**config.mk**
```make
export PLATFORM = sky130hd
export DESIGN_NAME = multicycle_controller_flat
export DESIGN_NICKNAME = d
export VERILOG_FILES = /design/src/rtl/multicycle_controller_if.sv /design/src/rtl/multicycle_controller.sv /design/src/flat_wrapper.sv
export SDC_FILE = /design/constraint.sdc
export NUM_CORES = 1
export LEC_CHECK = 0
export BUFFER_PORTS_ARGS = -buffer_cell sky130_fd_sc_hd__buf_2
export CORE_AREA = 4 4 41 43
export CTS_BUF_LIST = sky130_fd_sc_hd__clkbuf_16
export CTS_CLUSTER_SIZE = 16
export DETAILED_ROUTE_END_ITERATION = 16
export DIE_AREA = 0 0 45 47
export GPL_TIMING_DRIVEN = 0
export PLACE_DENSITY = 0.71
export SLEW_MARGIN = 20
export SYNTH_ARGS = -nofsm -noshare
export SYNTH_HDL_FRONTEND = slang
export SYNTH_SLANG_ARGS = --single-unit
```
**constraint.sdc**
```tcl
create_clock -name clk -period 2.69 [get_ports clk]
set_input_delay 0.269 -clock clk [delete_from_list [all_inputs] [get_ports clk]]
set_output_delay 0.269 -clock clk [all_outputs]
set_load 0.03 [all_outputs]
```
**src/rtl/multicycle_controller_if.sv**
```systemverilog
// Control bundle between the multicycle controller and the datapath/memory side.
// The master modport drives the control word; the slave modport supplies the status inputs.
interface multicycle_controller_if;
    logic [6:0] op;
    logic       zero;
    logic       mem_ready;
    logic       pc_write;
    logic       adr_src;
    logic       ir_write;
    logic       mem_write;
    logic       reg_write;
    logic [1:0] result_src;
    logic [1:0] alu_src_a;
    logic [1:0] alu_src_b;
    logic [1:0] alu_op;
    logic       illegal;
    logic [3:0] state_dbg;

    modport master (
        input  op, zero, mem_ready,
        output pc_write, adr_src, ir_write, mem_write, reg_write,
               result_src, alu_src_a, alu_src_b, alu_op, illegal, state_dbg
    );

    modport slave (
        output op, zero, mem_ready,
        input  pc_write, adr_src, ir_write, mem_write, reg_write,
               result_src, alu_src_a, alu_src_b, alu_op, illegal, state_dbg
    );
endinterface

```
**src/rtl/multicycle_controller.sv**
```systemverilog
// Main RV32I multicycle control FSM; Moore control word plus Mealy pc_write, stalls on mem_ready.
// Optional macro MC_JAL_EN adds the JAL state; without it opcode 1101111 is flagged illegal.
module multicycle_controller (
    input  logic                     clk,
    input  logic                     rst,
    multicycle_controller_if.master  ctrl
);
    localparam logic [3:0] S_FETCH    = 4'd0;
    localparam logic [3:0] S_DECODE   = 4'd1;
    localparam logic [3:0] S_MEMADR   = 4'd2;
    localparam logic [3:0] S_MEMREAD  = 4'd3;
    localparam logic [3:0] S_MEMWB    = 4'd4;
    localparam logic [3:0] S_MEMWRITE = 4'd5;
    localparam logic [3:0] S_EXECUTER = 4'd6;
    localparam logic [3:0] S_EXECUTEI = 4'd7;
    localparam logic [3:0] S_ALUWB    = 4'd8;
    localparam logic [3:0] S_BEQ      = 4'd9;
`ifdef MC_JAL_EN
    localparam logic [3:0] S_JAL      = 4'd10;
`endif

    localparam logic [6:0] OP_LW   = 7'b0000011;
    localparam logic [6:0] OP_SW   = 7'b0100011;
    localparam logic [6:0] OP_R    = 7'b0110011;
    localparam logic [6:0] OP_I    = 7'b0010011;
    localparam logic [6:0] OP_BEQ  = 7'b1100011;
`ifdef MC_JAL_EN
    localparam logic [6:0] OP_JAL  = 7'b1101111;
`endif

    logic [3:0] state_q, state_d;
    logic       pc_update, branch;
    logic       adr_src, ir_write, mem_write, reg_write, illegal;
    logic [1:0] result_src, alu_src_a, alu_src_b, alu_op;

    always_ff @(posedge clk or posedge rst) begin
        if (rst) state_q <= S_FETCH;
        else     state_q <= state_d;
    end

    always_comb begin
        state_d    = state_q;
        pc_update  = 1'b0;
        branch     = 1'b0;
        adr_src    = 1'b0;
        ir_write   = 1'b0;
        mem_write  = 1'b0;
        reg_write  = 1'b0;
        illegal    = 1'b0;
        result_src = 2'b00;
        alu_src_a  = 2'b00;
        alu_src_b  = 2'b00;
        alu_op     = 2'b00;
        case (state_q)
            S_FETCH: begin
                alu_src_b  = 2'b10;
                result_src = 2'b10;
                ir_write   = ctrl.mem_ready;
                pc_update  = ctrl.mem_ready;
                if (ctrl.mem_ready) state_d = S_DECODE;
            end
            S_DECODE: begin
                // ALU computes oldPC + imm here so BEQ/JAL find the target in ALUOut
                alu_src_a = 2'b01;
                alu_src_b = 2'b01;
                case (ctrl.op)
                    OP_LW, OP_SW: state_d = S_MEMADR;
                    OP_R:         state_d = S_EXECUTER;
                    OP_I:         state_d = S_EXECUTEI;
                    OP_BEQ:       state_d = S_BEQ;
`ifdef MC_JAL_EN
                    OP_JAL:       state_d = S_JAL;
`endif
                    default: begin
                        state_d = S_FETCH;
                        illegal = 1'b1;
                    end
                endcase
            end
            S_MEMADR: begin
                alu_src_a = 2'b10;
                alu_src_b = 2'b01;
                state_d   = (ctrl.op == OP_LW) ? S_MEMREAD : S_MEMWRITE;
            end
            S_MEMREAD: begin
                adr_src = 1'b1;
                if (ctrl.mem_ready) state_d = S_MEMWB;
            end
            S_MEMWB: begin
                result_src = 2'b01;
                reg_write  = 1'b1;
                state_d    = S_FETCH;
            end
            S_MEMWRITE: begin
                adr_src   = 1'b1;
                mem_write = 1'b1;
                if (ctrl.mem_ready) state_d = S_FETCH;
            end
            S_EXECUTER: begin
                alu_src_a = 2'b10;
                alu_op    = 2'b10;
                state_d   = S_ALUWB;
            end
            S_EXECUTEI: begin
                alu_src_a = 2'b10;
                alu_src_b = 2'b01;
                alu_op    = 2'b10;
                state_d   = S_ALUWB;
            end
            S_ALUWB: begin
                reg_write = 1'b1;
                state_d   = S_FETCH;
            end
            S_BEQ: begin
                alu_src_a = 2'b10;
                alu_op    = 2'b01;
                branch    = 1'b1;
                state_d   = S_FETCH;
            end
`ifdef MC_JAL_EN
            S_JAL: begin
                alu_src_a = 2'b01;
                alu_src_b = 2'b10;
                pc_update = 1'b1;
                state_d   = S_ALUWB;
            end
`endif
            default: state_d = S_FETCH;
        endcase
    end

    // Reset masks the whole control word so no strobe is seen while rst is high
    assign ctrl.pc_write   = ~rst & (pc_update | (branch & ctrl.zero));
    assign ctrl.adr_src    = ~rst & adr_src;
    assign ctrl.ir_write   = ~rst & ir_write;
    assign ctrl.mem_write  = ~rst & mem_write;
    assign ctrl.reg_write  = ~rst & reg_write;
    assign ctrl.illegal    = ~rst & illegal;
    assign ctrl.result_src = rst ? 2'b00 : result_src;
    assign ctrl.alu_src_a  = rst ? 2'b00 : alu_src_a;
    assign ctrl.alu_src_b  = rst ? 2'b00 : alu_src_b;
    assign ctrl.alu_op     = rst ? 2'b00 : alu_op;
    assign ctrl.state_dbg  = state_q;
endmodule
```
**src/flat_wrapper.sv**
```systemverilog
// flat-port wrapper written by rule: the top's interface ports become plain ports
module multicycle_controller_flat 
  (clk, rst, ctrl_op, ctrl_zero, ctrl_mem_ready, ctrl_pc_write, ctrl_adr_src, ctrl_ir_write, ctrl_mem_write, ctrl_reg_write, ctrl_result_src, ctrl_alu_src_a, ctrl_alu_src_b, ctrl_alu_op, ctrl_illegal, ctrl_state_dbg);
  multicycle_controller_if ctrl_i ();
  input  logic clk;
  input  logic rst;
  input wire logic [$bits(ctrl_i.op)-1:0] ctrl_op;
  input wire logic [$bits(ctrl_i.zero)-1:0] ctrl_zero;
  input wire logic [$bits(ctrl_i.mem_ready)-1:0] ctrl_mem_ready;
  output wire logic [$bits(ctrl_i.pc_write)-1:0] ctrl_pc_write;
  output wire logic [$bits(ctrl_i.adr_src)-1:0] ctrl_adr_src;
  output wire logic [$bits(ctrl_i.ir_write)-1:0] ctrl_ir_write;
  output wire logic [$bits(ctrl_i.mem_write)-1:0] ctrl_mem_write;
  output wire logic [$bits(ctrl_i.reg_write)-1:0] ctrl_reg_write;
  output wire logic [$bits(ctrl_i.result_src)-1:0] ctrl_result_src;
  output wire logic [$bits(ctrl_i.alu_src_a)-1:0] ctrl_alu_src_a;
  output wire logic [$bits(ctrl_i.alu_src_b)-1:0] ctrl_alu_src_b;
  output wire logic [$bits(ctrl_i.alu_op)-1:0] ctrl_alu_op;
  output wire logic [$bits(ctrl_i.illegal)-1:0] ctrl_illegal;
  output wire logic [$bits(ctrl_i.state_dbg)-1:0] ctrl_state_dbg;
  assign ctrl_i.op = ctrl_op;
  assign ctrl_i.zero = ctrl_zero;
  assign ctrl_i.mem_ready = ctrl_mem_ready;
  assign ctrl_pc_write = ctrl_i.pc_write;
  assign ctrl_adr_src = ctrl_i.adr_src;
  assign ctrl_ir_write = ctrl_i.ir_write;
  assign ctrl_mem_write = ctrl_i.mem_write;
  assign ctrl_reg_write = ctrl_i.reg_write;
  assign ctrl_result_src = ctrl_i.result_src;
  assign ctrl_alu_src_a = ctrl_i.alu_src_a;
  assign ctrl_alu_src_b = ctrl_i.alu_src_b;
  assign ctrl_alu_op = ctrl_i.alu_op;
  assign ctrl_illegal = ctrl_i.illegal;
  assign ctrl_state_dbg = ctrl_i.state_dbg;
  multicycle_controller u_core (.clk(clk), .rst(rst), .ctrl(ctrl_i));
endmodule
```
# --- Word level (Yosys, flattened, before mapping) ---
# Index checks and enable logic that the tools add are counted.
totals:
  reg_bits: 4
  latch_bits: 0
  mem_bits_rw: 0
  rom_bits: 0
  out_inout_bits: 18
  memories: 0
op_classes:
  n_addsub: 0
  mul: 0
  n_div: 0
  n_lt_le_gt_ge: 0
  eq_ne: 17
  shift: 0
  n_mux: 21
  bitwise_logic: 9
  reduce_logical: 9
op_table:
  columns: ["op", "n"]
  rows:
  - ["$pmux 4 s6", 1]
  - ["$eq 4x3->1 const B", 4]
  - ["$pmux 2 s2", 4]
  - ["$pmux 4 s4", 1]
  - ["$eq 7x6->1 const B", 2]
  - ["$mux 4", 3]
  - ["$eq 4x2->1 const B", 2]
  - ["$eq 4x4->1 const B", 2]
  - ["$mux 2", 4]
  - ["$reduce_or 2->1", 4]
  - ["$and 1x1->1", 7]
  - ["$eq 7x2->1 const B", 1]
  - ["$eq 7x5->1 const B", 1]
  - ["$eq 7x7->1 const B", 1]
  - ["$mux 1", 7]
  - ["$ne 2x2->1 const B", 3]
  - ["$reduce_or 5->1", 1]
  - ["$eq 4x1->1 const B", 1]
  - ["$logic_not 4->1", 1]
  - ["$reduce_or 4->1", 1]
  - ["$mux 3", 1]
  - ["$reduce_and 3->1", 1]
  - ["$reduce_or 3->1", 1]
  - ["$not 1->1", 1]
  - ["$or 1x1->1", 1]

# --- Longest topological paths before layout ---
depth:
  ltp_word: 5
  ltp_mapped: 5
  mapped_depth_nobuf: 4

# --- Least setup slack after synthesis ---
# No wires, ideal clock.
synth_path:
  path_type: "register to output"
  from: "register u_core.state_q[1], in the netlist u_core.ctrl.state_dbg[1]"
  to: "output port ctrl_adr_src"
  t_arrival_ns: 1.875
  required_time_ns: 2.421
  setup_slack_ns: 0.546
  stages_incl_launch_ff: 4
  path_cell_list: "dfrtp_1 buf_6 xnor2_1 nor4b_1"
synth_between:
  elab_chain_len: 4
  word_cells_on_any_way: 5
  cone_classes: "2 x eq/ne; 1 x mux; 1 x bitwise; 1 x reduce/logical"
synth_rtl:
  columns: ["item", "line_no", "source"]
  rows:
  - ["start, declared", "multicycle_controller.sv:31", "logic [3:0] state_q, state_d;"]
  - ["start signal, assigned", "multicycle_controller.sv:38", "else state_q <= state_d;"]
  - ["$eq 4x2->1 or $eq 4x3->1 (tied branches)", "multicycle_controller.sv:54", "case (state_q)"]
  - ["$reduce_or 2->1 (no source line) *", null, null]
  - ["$mux 1 *", "multicycle_controller.sv:54", null]
  - ["$and 1x1->1 *", "multicycle_controller.sv:134", "assign ctrl.adr_src = ~rst & adr_src;"]
  - ["end, declared", "flat_wrapper.sv:11", "output wire logic [$bits(ctrl_i.adr_src)-1:0] ctrl_adr_src;"]
# Mark *: on every way between the ends. The rest lies on a longest branch, timed or not.

# --- Worst setup path after layout ---
layout_path:
  from: "register u_core.state_q[1], in the netlist u_core.ctrl.state_dbg[1]"
  to: "output port ctrl_alu_src_a[1]"
layout_between:
  elab_chain_len: 4
  word_cells_on_any_way: 8
  cone_classes: "5 x eq/ne; 2 x mux; 1 x reduce/logical"
layout_rtl:
  columns: ["item", "line_no", "source"]
  rows:
  - ["$eq 4x4->1 (tied with other cells)", "multicycle_controller.sv:54", null]
  - ["$reduce_or 4->1 (no source line)", null, null]
  - ["$pmux 2 s2 *", "multicycle_controller.sv:54", null]
  - ["$mux 2 *", "multicycle_controller.sv:140", "assign ctrl.alu_src_a = rst ? 2'b00 : alu_src_a;"]
  - ["end, declared", "flat_wrapper.sv:16", "output wire logic [$bits(ctrl_i.alu_src_a)-1:0] ctrl_alu_src_a;"]
# Marked as above.

==> impl_metrics.json <==
{
  "cts_hold_buf": 0,
  "min_path_type": "in2async",
  "slew_violations": 0,
  "insertedDiodeCount": 0,
  "fp.dieArea_mm2": 0.00212,
  "clockBufferDepth": 2,
  "p_per_area_mw_per_mm2": 538,
  "worstSkewPairLatency_ps": 230,
  "crit_required_ps": 2420,
  "p_sw_share_pct": 27.5,
  "fp.dieH_um": 47,
  "fin_crit_sh_pct": 69.4,
  "nets": 112,
  "grt.overflow.total": 0,
  "pwr-share-comb_pct": 23.8,
  "num_rows": 13,
  "die_w_um": 45,
  "status": "completed",
  "drc": 0,
  "post_cts_resized": 0,
  "dr.pass1.iters": 4,
  "hold_violations": 0,
  "final_cells": 114,
  "postCtsSetupBuffers": 0,
  "largest_reg_flops": 4,
  "wire_per_inst_um": 13.6,
  "ir_drop_mv": 0.700,
  "synth_nets": 80,
  "areaGrowthSynthToFinish_pct": 45.3,
  "grt_max_degree": 11,
  "postRouteAntennaNets": 0,
  "worstSetupEndpointType": "output pin",
  "fmax_ghz": 0.536,
  "cap_violations": 0,
  "dpl-instance-area_um2": 659,
  "worstPathMaxFanout": 10,
  "port_buffers": 27,
  "viasPerCell": 5.47,
  "critPathLaunchType": "register",
  "finalSetupTns_ps": 0,
  "fin_util_pct": 56.4,
  "synth_top_area_share_pct": 19.8,
  "r2r_start": "u_core.ctrl.state_dbg[0]$_DFFE_PP0P_",
  "cts_tree": "done",
  "rsz0062_at_grt": "false",
  "r2r_setup_slack_ps": 1390,
  "place_inst": 111,
  "clkPwrFrac_pct": 59.4,
  "internal-power_w": 0.000287,
  "crit_end": "ctrl_alu_src_a[1]",
  "relSlewSlack_pct": 81.8,
  "crit_start": "u_core.ctrl.state_dbg[1]$_DFFE_PP0P_",
  "syn_avg_cell_area_um2": 7.33,
  "cts_sinks": 4,
  "r2r-end": "u_core.ctrl.state_dbg[1]$_DFFE_PP0P_",
  "gr-usage-all-layers_pct": 15.8,
  "skew_ps": 4.73,
  "drive_gt1_share_pct": 41.4,
  "numCtsBuffers": 3,
  "gp_congestion": 0.833,
  "cts-root-buf": "clkbuf_16",
  "yosys_warnings": 0,
  "synth_largest_area_cell": "dfrtp_1",
  "seq_power_share_pct": 16.7,
  "period_needed_ps": 1870,
  "critical_path_class": "reg2out",
  "path_clk_slew_ps": 30,
  "grt_antenna_before_repair": 0,
  "synth_area_um2": 505,
  "start_util_pct": 38.8,
  "power.leakage_nw": 0.386,
  "critical_path_arrival_ps": 1600,
  "ys_seq_elements": 4,
  "setup-violations-final": 0,
  "vias": 624,
  "synthTopCellsByArea": "dfrtp_1 20%, a21oi_1 5.9%, nor2_1 4.5%",
  "fin_area_um2": 734,
  "tightest_slew_ps": 270,
  "core_mm2": 0.00130,
  "grt_pass1_vias": 540,
  "synthCells": 69,
  "synth_cell_types": 35,
  "grt_pass1_wl_um": 2350,
  "ys_seq_area_share_pct": 19.8,
  "cts_max_level": 1,
  "ios": 29,
  "wl_um": 1550,
  "place_hpwl_um": 1150,
  "switchingPower_w": 0.000108,
  "drtIter0Drc": 11,
  "r2r_cells": 5
}
## final cells by class
cell class                 count  area, um2
tap                           15       18.8
multi-input combinational     56        359
timing repair buffer          27        135
buffer                         5       31.3
inverter                       4       15.0
sequential                     4        100
clock buffer                   3       75.1
fill                         140        567
## logic make-up (layout without fill, tap and decap cells)
family	Yosys count	in the layout	share of synthesized area, %
AND/OR/NAND/NOR	37	37	44.1
AO/OA/AOI/OAI	17	17	23.5
buffers and inverters	9	39	9.16
flip-flops	4	4	19.8
XOR/XNOR	2	2	3.47
## worst min-delay path by stage
| stage | cells past startpoint | end | from | slack, ps |
|---|---|---|---|---|
| after floorplan | 2 | u_core.ctrl.state_dbg[0]$_DFFE_PP0P_ | rst | 200 |
| after global placement | 2 | u_core.ctrl.state_dbg[1]$_DFFE_PP0P_ | rst | 240 |
| after detailed placement | 2 | u_core.ctrl.state_dbg[2]$_DFFE_PP0P_ | rst | 240 |
| after CTS | 2 | u_core.ctrl.state_dbg[1]$_DFFE_PP0P_ | rst | 0.1 |
| after global routing | 2 | u_core.ctrl.state_dbg[3]$_DFFE_PP0P_ | rst | 30 |
| final | 2 | u_core.ctrl.state_dbg[1]$_DFFE_PP0P_ | rst | 2 |
## placed cells by master, fill, tap and decap left out, types with 2 or more instances in the layout
| cell | Yosys | layout |
|---|---|---|
| buf_2 | 4 | 31 |
| nor2_1 | 6 | 6 |
| a21oi_1 | 6 | 6 |
| nand2_1 | 5 | 5 |
| dfrtp_1 | 4 | 4 |
| inv_1 | 3 | 3 |
| nor2b_1 | 3 | 3 |
| nand2b_1 | 3 | 3 |
| and2_1 | 3 | 3 |
| nor3_1 | 3 | 3 |
| clkbuf_16 | 0 | 3 |
| o21ai_0 | 2 | 2 |
| and3_1 | 2 | 2 |
| and3b_1 | 2 | 2 |
| xnor2_1 | 2 | 2 |
## critical path, stage by stage, from the launching register on
cell and delay (ps):
dfrtp_1 450, buf_6 190, inv_2 40, or3_1 330
a21oi_1 150, buf_2 210
## Yosys cell counts
cell type	number
and2_1	3
nor4b_1	1
or2b_1	1
nand4b_1	1
inv_1	3
nor3_2	1
buf_6	1
a22o_1	1
nand2_1	5
a311oi_1	1
inv_2	1
buf_2	4
o2111ai_1	1
xnor2_1	2
o21ai_0	2
o41ai_1	1
nand3_1	1
a2111oi_2	1
nor2_1	6
or3_1	1
and3b_1	2
and4bb_2	1
and3_1	2
o22ai_1	1
nor3_1	3
a21o_1	1
a31oi_1	1
nor2b_2	1
nand4_1	1
dfrtp_1	4
a31o_2	1
a21oi_1	6
nor2b_1	3
nor4_1	1
nand2b_1	3
## power by group through the flow
stage          logic [W]  registers [W]  clock network [W]
2_1_floorplan  0.0000605      0.0000709                  0
3_3_place_gp   0.0000914      0.0000667                  0
3_5_place_dp   0.0000933      0.0000666                  0
4_1_cts        0.0000939      0.0000660           0.000238
5_1_grt         0.000101      0.0000663           0.000247
6_report       0.0000941      0.0000661           0.000235
## metrics by stage
| stage | total power [W] | setup WS [ps] | hold slack [ps] |
|---|---|---|---|
| after floorplan | 0.000131 | 546 | 199 |
| after global placement | 0.000158 | 1080 | 235 |
| after detailed placement | 0.000160 | 1080 | 239 |
| after CTS | 0.000398 | 830 | 0.139 |
| after global routing | 0.000414 | 722 | 31.1 |
| final | 0.000395 | 823 | 2.02 |
## layer usage
layer  wire length, um  vias to the layer above  global-route usage (%)
met2               788                       24                    26.3
met1               646                      286                    18.3
met3                99                        2                    4.60
met5                 0                        -                       0
met4                19                        0                    8.77
li1                  -                      312                       -
Note: power is estimated with default switching activity, not from simulation.
